===== src/rtl/pause_seq_pkg.sv =====
// Shared types and constants for the pause sequencer: FSM state encoding,
// requester limit, timeout counter width and a saturating increment helper.
package pause_seq_pkg;

    localparam int MAX_NREQ = 8;
    localparam int CNT_W    = 32;

    typedef enum logic [2:0] {
        ST_RUN    = 3'd0,
        ST_ARM    = 3'd1,
        ST_HALT   = 3'd2,
        ST_PAUSED = 3'd3,
        ST_RESUME = 3'd4,
        ST_STEP   = 3'd5
    } pause_state_e;

    function automatic logic [CNT_W-1:0] sat_inc(input logic [CNT_W-1:0] v);
        if (v == {CNT_W{1'b1}}) begin
            sat_inc = v;
        end else begin
            sat_inc = v + {{(CNT_W-1){1'b0}}, 1'b1};
        end
    endfunction

endpackage


===== src/rtl/pause_vbl_edge.sv =====
// Vertical-blank rising-edge detector. With SYNC_VBL=0 the edge output is
// forced high so the sequencer acts on the very next clock.
module pause_vbl_edge #(
    parameter int SYNC_VBL = 1
) (
    input  logic clk_sys,
    input  logic reset,
    input  logic vblank,
    output logic vbl_rise
);

    logic vblank_q_r;

    // Previous-cycle copy of vblank for edge detection
    always_ff @(posedge clk_sys or posedge reset) begin
        if (reset) begin
            vblank_q_r <= 1'b0;
        end else begin
            vblank_q_r <= vblank;
        end
    end

    assign vbl_rise = (SYNC_VBL != 0) ? (vblank & ~vblank_q_r) : 1'b1;

endmodule


===== src/rtl/pause_sequencer.sv =====
// Pause request arbiter: halts the CPU at frame boundaries, waits for the
// halt acknowledge (or a timeout), then grants requesters. Define
// PAUSE_SEQ_STEP_EN to enable single-frame stepping from PAUSED.
module pause_sequencer
    import pause_seq_pkg::*;
#(
    parameter int NREQ        = 4,
    parameter int ACK_TIMEOUT = 4096,
    parameter int SYNC_VBL    = 1
) (
    input  logic            clk_sys,
    input  logic            reset,
    input  logic [NREQ-1:0] req,
    output logic [NREQ-1:0] gnt,
    input  logic            vblank,
    input  logic            cpu_halt_ack,
    input  logic            step,
    output logic            pause_cpu,
    output logic            paused,
    output logic            timeout_err
);

    localparam logic [CNT_W-1:0] TIMEOUT_LAST = CNT_W'(ACK_TIMEOUT - 1);

    if ((NREQ < 1) || (NREQ > MAX_NREQ)) begin : g_bad_nreq
        $error("pause_sequencer: NREQ out of range");
    end

    pause_state_e    state_r;
    pause_state_e    state_nxt_s;
    logic [CNT_W-1:0] cnt_r;
    logic [CNT_W-1:0] cnt_nxt_s;
    logic [NREQ-1:0] gnt_r;
    logic [NREQ-1:0] gnt_nxt_s;
    logic            pause_cpu_r;
    logic            pause_cpu_nxt_s;
    logic            paused_r;
    logic            paused_nxt_s;
    logic            timeout_err_r;
    logic            timeout_nxt_s;
    logic            any_req_s;
    logic            vbl_rise_s;

`ifndef PAUSE_SEQ_STEP_EN
    logic            unused_step_s;
    assign unused_step_s = step;
`endif

    assign any_req_s = |req;

    pause_vbl_edge #(
        .SYNC_VBL (SYNC_VBL)
    ) u_vbl_edge (
        .clk_sys  (clk_sys),
        .reset    (reset),
        .vblank   (vblank),
        .vbl_rise (vbl_rise_s)
    );

    // Next-state, timeout counter and registered-output computation
    always_comb begin
        state_nxt_s     = state_r;
        timeout_nxt_s   = timeout_err_r;
        cnt_nxt_s       = cnt_r;
        gnt_nxt_s       = {NREQ{1'b0}};
        pause_cpu_nxt_s = 1'b0;
        paused_nxt_s    = 1'b0;

        case (state_r)
            ST_RUN: begin
                if (any_req_s) begin
                    state_nxt_s = ST_ARM;
                end else begin
                    state_nxt_s = ST_RUN;
                end
            end
            ST_ARM: begin
                if (!any_req_s) begin
                    state_nxt_s = ST_RUN;
                end else if (vbl_rise_s) begin
                    state_nxt_s = ST_HALT;
                end else begin
                    state_nxt_s = ST_ARM;
                end
            end
            ST_HALT: begin
                // Ack beats a coincident timeout; a withdrawn request still waits for vblank
                if (!any_req_s) begin
                    state_nxt_s = ST_RESUME;
                end else if (cpu_halt_ack) begin
                    state_nxt_s = ST_PAUSED;
                end else if (cnt_r == TIMEOUT_LAST) begin
                    state_nxt_s   = ST_PAUSED;
                    timeout_nxt_s = 1'b1;
                end else begin
                    state_nxt_s = ST_HALT;
                end
            end
            ST_PAUSED: begin
                if (!any_req_s) begin
                    state_nxt_s = ST_RESUME;
                end
`ifdef PAUSE_SEQ_STEP_EN
                else if (step) begin
                    state_nxt_s = ST_STEP;
                end
`endif
                else begin
                    state_nxt_s = ST_PAUSED;
                end
            end
            ST_RESUME: begin
                if (any_req_s) begin
                    state_nxt_s = ST_PAUSED;
                end else if (vbl_rise_s) begin
                    state_nxt_s = ST_RUN;
                end else begin
                    state_nxt_s = ST_RESUME;
                end
            end
`ifdef PAUSE_SEQ_STEP_EN
            ST_STEP: begin
                if (!any_req_s) begin
                    state_nxt_s = ST_RUN;
                end else if (vbl_rise_s) begin
                    state_nxt_s = ST_HALT;
                end else begin
                    state_nxt_s = ST_STEP;
                end
            end
`endif
            default: begin
                state_nxt_s = ST_RUN;
            end
        endcase

        if ((state_nxt_s == ST_HALT) && (state_r != ST_HALT)) begin
            cnt_nxt_s = {CNT_W{1'b0}};
        end else if (state_r == ST_HALT) begin
            cnt_nxt_s = sat_inc(cnt_r);
        end else begin
            cnt_nxt_s = cnt_r;
        end

        // Grants follow req only while halted; STEP keeps grants but drops released ones
        case (state_nxt_s)
            ST_PAUSED: gnt_nxt_s = req;
            ST_STEP:   gnt_nxt_s = gnt_r & req;
            default:   gnt_nxt_s = {NREQ{1'b0}};
        endcase

        pause_cpu_nxt_s = (state_nxt_s == ST_HALT) || (state_nxt_s == ST_PAUSED) ||
                          (state_nxt_s == ST_RESUME);
        paused_nxt_s    = (state_nxt_s == ST_PAUSED);
    end

    // State and output registers
    always_ff @(posedge clk_sys or posedge reset) begin
        if (reset) begin
            state_r       <= ST_RUN;
            cnt_r         <= {CNT_W{1'b0}};
            gnt_r         <= {NREQ{1'b0}};
            pause_cpu_r   <= 1'b0;
            paused_r      <= 1'b0;
            timeout_err_r <= 1'b0;
        end else begin
            state_r       <= state_nxt_s;
            cnt_r         <= cnt_nxt_s;
            gnt_r         <= gnt_nxt_s;
            pause_cpu_r   <= pause_cpu_nxt_s;
            paused_r      <= paused_nxt_s;
            timeout_err_r <= timeout_nxt_s;
        end
    end

    assign gnt         = gnt_r;
    assign pause_cpu   = pause_cpu_r;
    assign paused      = paused_r;
    assign timeout_err = timeout_err_r;

endmodule


===== config.mk =====
export PLATFORM = sky130hd
export DESIGN_NAME = pause_sequencer
export DESIGN_NICKNAME = d
export VERILOG_FILES = /design/src/rtl/pause_seq_pkg.sv /design/src/rtl/pause_vbl_edge.sv /design/src/rtl/pause_sequencer.sv
export SDC_FILE = /design/constraint.sdc
export NUM_CORES = 1
export LEC_CHECK = 0
export BUFFER_PORTS_ARGS = -buffer_cell sky130_fd_sc_hd__buf_2
export CAP_MARGIN = 30
export CORE_MARGIN = 1
export CORE_UTILIZATION = 54
export CTS_CLUSTER_DIAMETER = 60
export DETAILED_ROUTE_END_ITERATION = 10
export PLACE_DENSITY = 0.76
export SLEW_MARGIN = 20
export SYNTH_ARGS = -nofsm -noshare
export SYNTH_HDL_FRONTEND = slang
export SYNTH_HIERARCHICAL = 1
export SYNTH_SLANG_ARGS = --single-unit

===== constraint.sdc =====
create_clock -name clk_sys -period 2.15 [get_ports clk_sys]
set_input_delay 0.1075 -clock clk_sys [delete_from_list [all_inputs] [get_ports clk_sys]]
set_output_delay 0.1075 -clock clk_sys [all_outputs]
set_load 0.02 [all_outputs]

==> impl_metrics.csv <==
group,metric,value,unit
detailed_routing,dr.pass1.iters,4,
min_path,hold_path_class,"in -> reg",
min_path,worstHoldStart,"req[0]",
critical_path,critPathArrivalTime,2.27,ns
detailed_routing,via_per_inst,6.24,
yosys,synth_seq_area_share,45.8,%
critical_path,rr_startpoint,"cnt_r[2]",
finish,seq_area,1080,um2
yosys,syn-instance-count,253,
sta,worstMarginPinSlew,0.524,ns
finish,num-fill-cells,345,
critical_path,worstSetupPathType,"reg -> reg",
sta,hold_viol_final,0,
grt,grt_pass1_vias,1856,
finish,layout_common_cells,"43 x dfrtp_1, 27 x a21oi_1, 20 x nand2_1",
critical_path,crit_path_end_kind,"register",
sta,setup_violations,0,
yosys,synth_area,2350,um2
critical_path,crit_start,"cnt_r[2]",
sta,fmax,491,MHz
critical_path,critPathLaunchType,"register",
clock_network,h-tree-depth,2,
placement,io_buffer_count,14,
status,outcome,"finished clean",
yosys,yosys.cell_types.count,40,
detailed_routing,vias,2072,
yosys,ys_top_cells_by_area,"dfrtp_1 46%, a21oi_1 6.0%, or3_1 4.5%",
floorplan,rows,23,
detailed_routing,wl_per_cell,15.6,um
finish,stdcell_count,332,
placement,hpwl,3500,um
clock_network,cts_inserted_buffers,5,
detailed_routing,ant_nets,0,
detailed_routing,drc,0,
finish,multi_input_area,1210,um2
grt,grt_max_degree,43,
clock_network,cts-root-buf,"clkbuf_8",
grt,grt-ovfl-total,0,
grt,antenna_found_initial,0,
finish,n_antenna_cell,0,
power_and_ir_drop,cellLeakagePower,0.00113,uW
finish,drive_gt1_share,18.1,%
yosys,yosysWarnings,6,
placement,dp.cells,317,
sta,rsz0062_at_grt,"no",
critical_path,cp_max_fo,6,
yosys,synthesis.nets,263,
floorplan,initial_core_util,57.5,%
sta,slew_headroom,65.1,%
clock_network,clk_path_buf_depth,2,
placement,place_ws,0.0221,ns
placement,dpl_cell_area,2500,um2
grt,track_usage,25.4,%
sta,fin_worst_skew,0.00781,ns
power_and_ir_drop,finalPower,2440,uW
sta,period_share,94.7,%
critical_path,critPathRequiredTime,2.38,ns
yosys,syn_area_per_cell,9.29,um2
sta,final_max_slew_viol_count,0,
sta,setup_ws,0.114,ns
detailed_routing,drt-total-wl,5180,um
yosys,yosysTopAreaCell,"dfrtp_1",
floorplan,io_pins,16,
yosys,synth_top_area_share,45.8,%
yosys,ys_seq_elements,43,
floorplan,fp.dieH,68.0,um
finish,finalNetCount,291,
floorplan,chipWidth,68.0,um
floorplan,core-area,4090,um2
finish,synthToLayoutAreaGrowth,16.1,%
clock_network,clk_latency,0.30,ns
floorplan,dieArea,4620,um2
detailed_routing,drt_first_iter_violations,199,
sta,tns,0,ns
finish,fin_area,2730,um2
clock_network,cts.sinks,43,
run,maxCapViolCount,0,
sta,period_minus_slack,2.04,ns
power_and_ir_drop,power_density,893,nW/um2
grt,grt_pass1_wl,8630,um
power_and_ir_drop,worst_ir_drop_vdd,657,uV
clock_network,cts_tree,"yes",
clock_network,path_clk_slew,0.08,ns
finish,layout_commonest_cell,"dfrtp_1",
placement,gp_congestion,0.842,
-- final timing paths --
path / end / cells past startpoint / slack, ns
min reg2reg: timeout_err / 1 / 0.49
max: cnt_r[15] / 7 / 0.11
max reg2reg: cnt_r[15] / 7 / 0.11
min in group asynchronous: u_vbl_edge/vblank_q_r / 3 / 0.21
max in group asynchronous: cnt_r[30] / 4 / 1.28
min: gnt[0] / 2 / 0.02
-- power breakdown --
part / internal [uW] / total, uW / switching (uW)
Clock: 464 / 739 / 275
Sequential: 967 / 1150 / 184
Combinational: 237 / 546 / 309
-- registers in the layout, summed over array words and instances, names as in the netlist --
signal                 cells
gnt                        4
pause_cpu                  1
timeout_err                1
paused                     1
u_vbl_edge/vblank_q_r      1
cnt_r                     32
state_r                    3
-- critical path: stages (launching register included) --
cell	delay, ns
dfrtp_1	0.44
nand3_1	0.19
nor4_4	0.30
buf_4	0.20
buf_4	0.13
nand3_1	0.14
or4_1	0.43
a21oi_1	0.15
-- kinds of logic (layout without fill, tap and decap cells) --
logic type | after synthesis | count (layout) | share of synthesized area [%]
buffers and inverters | 19 | 48 | 3.83
AND/OR/NAND/NOR | 123 | 123 | 32.6
adder cells (fa/ha/maj) | 1 | 1 | 0.532
AO/OA/AOI/OAI | 65 | 65 | 16.5
flip-flops | 43 | 43 | 45.8
XOR/XNOR | 1 | 1 | 0.373
multiplexers | 1 | 1 | 0.426
-- metal layers --
layer	track usage [%]	part of all wire (%)
met1	34.3	48
met2	39.5	47
met3	5.50	4.0
met5	0	0
met4	9.90	1.4
-- Yosys cell counts --
cell,number
o21a_1,2
nand4_1,11
o22ai_1,1
ha_1,1
nor4_4,1
a21oi_1,28
and4_4,1
nor2_1,5
a21o_1,1
buf_6,1
or2_2,2
nand3_1,17
buf_2,2
nor3b_4,1
mux2i_1,1
or4_1,12
o211ai_1,2
nand2b_1,2
xor2_1,1
or3_1,17
nand4_2,2
nand2_1,20
o21bai_1,1
nor4_1,6
nor3_1,3
o31a_1,1
and3_1,5
clkbuf_2,1
nor2b_1,1
o21ai_0,18
and4_1,5
nor2b_4,1
and2_1,10
inv_1,8
buf_4,2
o31ai_1,10
clkbuf_1,5
o31ai_4,1
dfrtp_1,43
nor3_2,1
-- per-stage QoR --
stage | util (%) | hold slack [ns]
after floorplan | - | -0.164
after global placement | 61.3 | -0.0496
after detailed placement | 61.3 | -0.0364
after CTS | 65.3 | 0.0188
after global routing | 66.7 | 0.0193
final | 66.7 | 0.0246
-- area by class of cell --
| type | count | share of cell area (%) |
|---|---|---|
| Tap cell | 50 | 2.29 |
| Inverter | 8 | 1.10 |
| Multi-Input combinational cell | 191 | 44.4 |
| Clock inverter | 2 | 2.20 |
| Clock buffer | 6 | 2.66 |
| Sequential cell | 43 | 39.4 |
| Timing Repair Buffer | 32 | 7.94 |
-- timing repair --
item	CTS	global route
endpoints found under the hold margin	45	0
setup buffers	0	4
resized for setup	0	8
hold buffers	3	0
setup endpoints to repair	0	22
No activity file was read; power rests on OpenSTA's default activity.
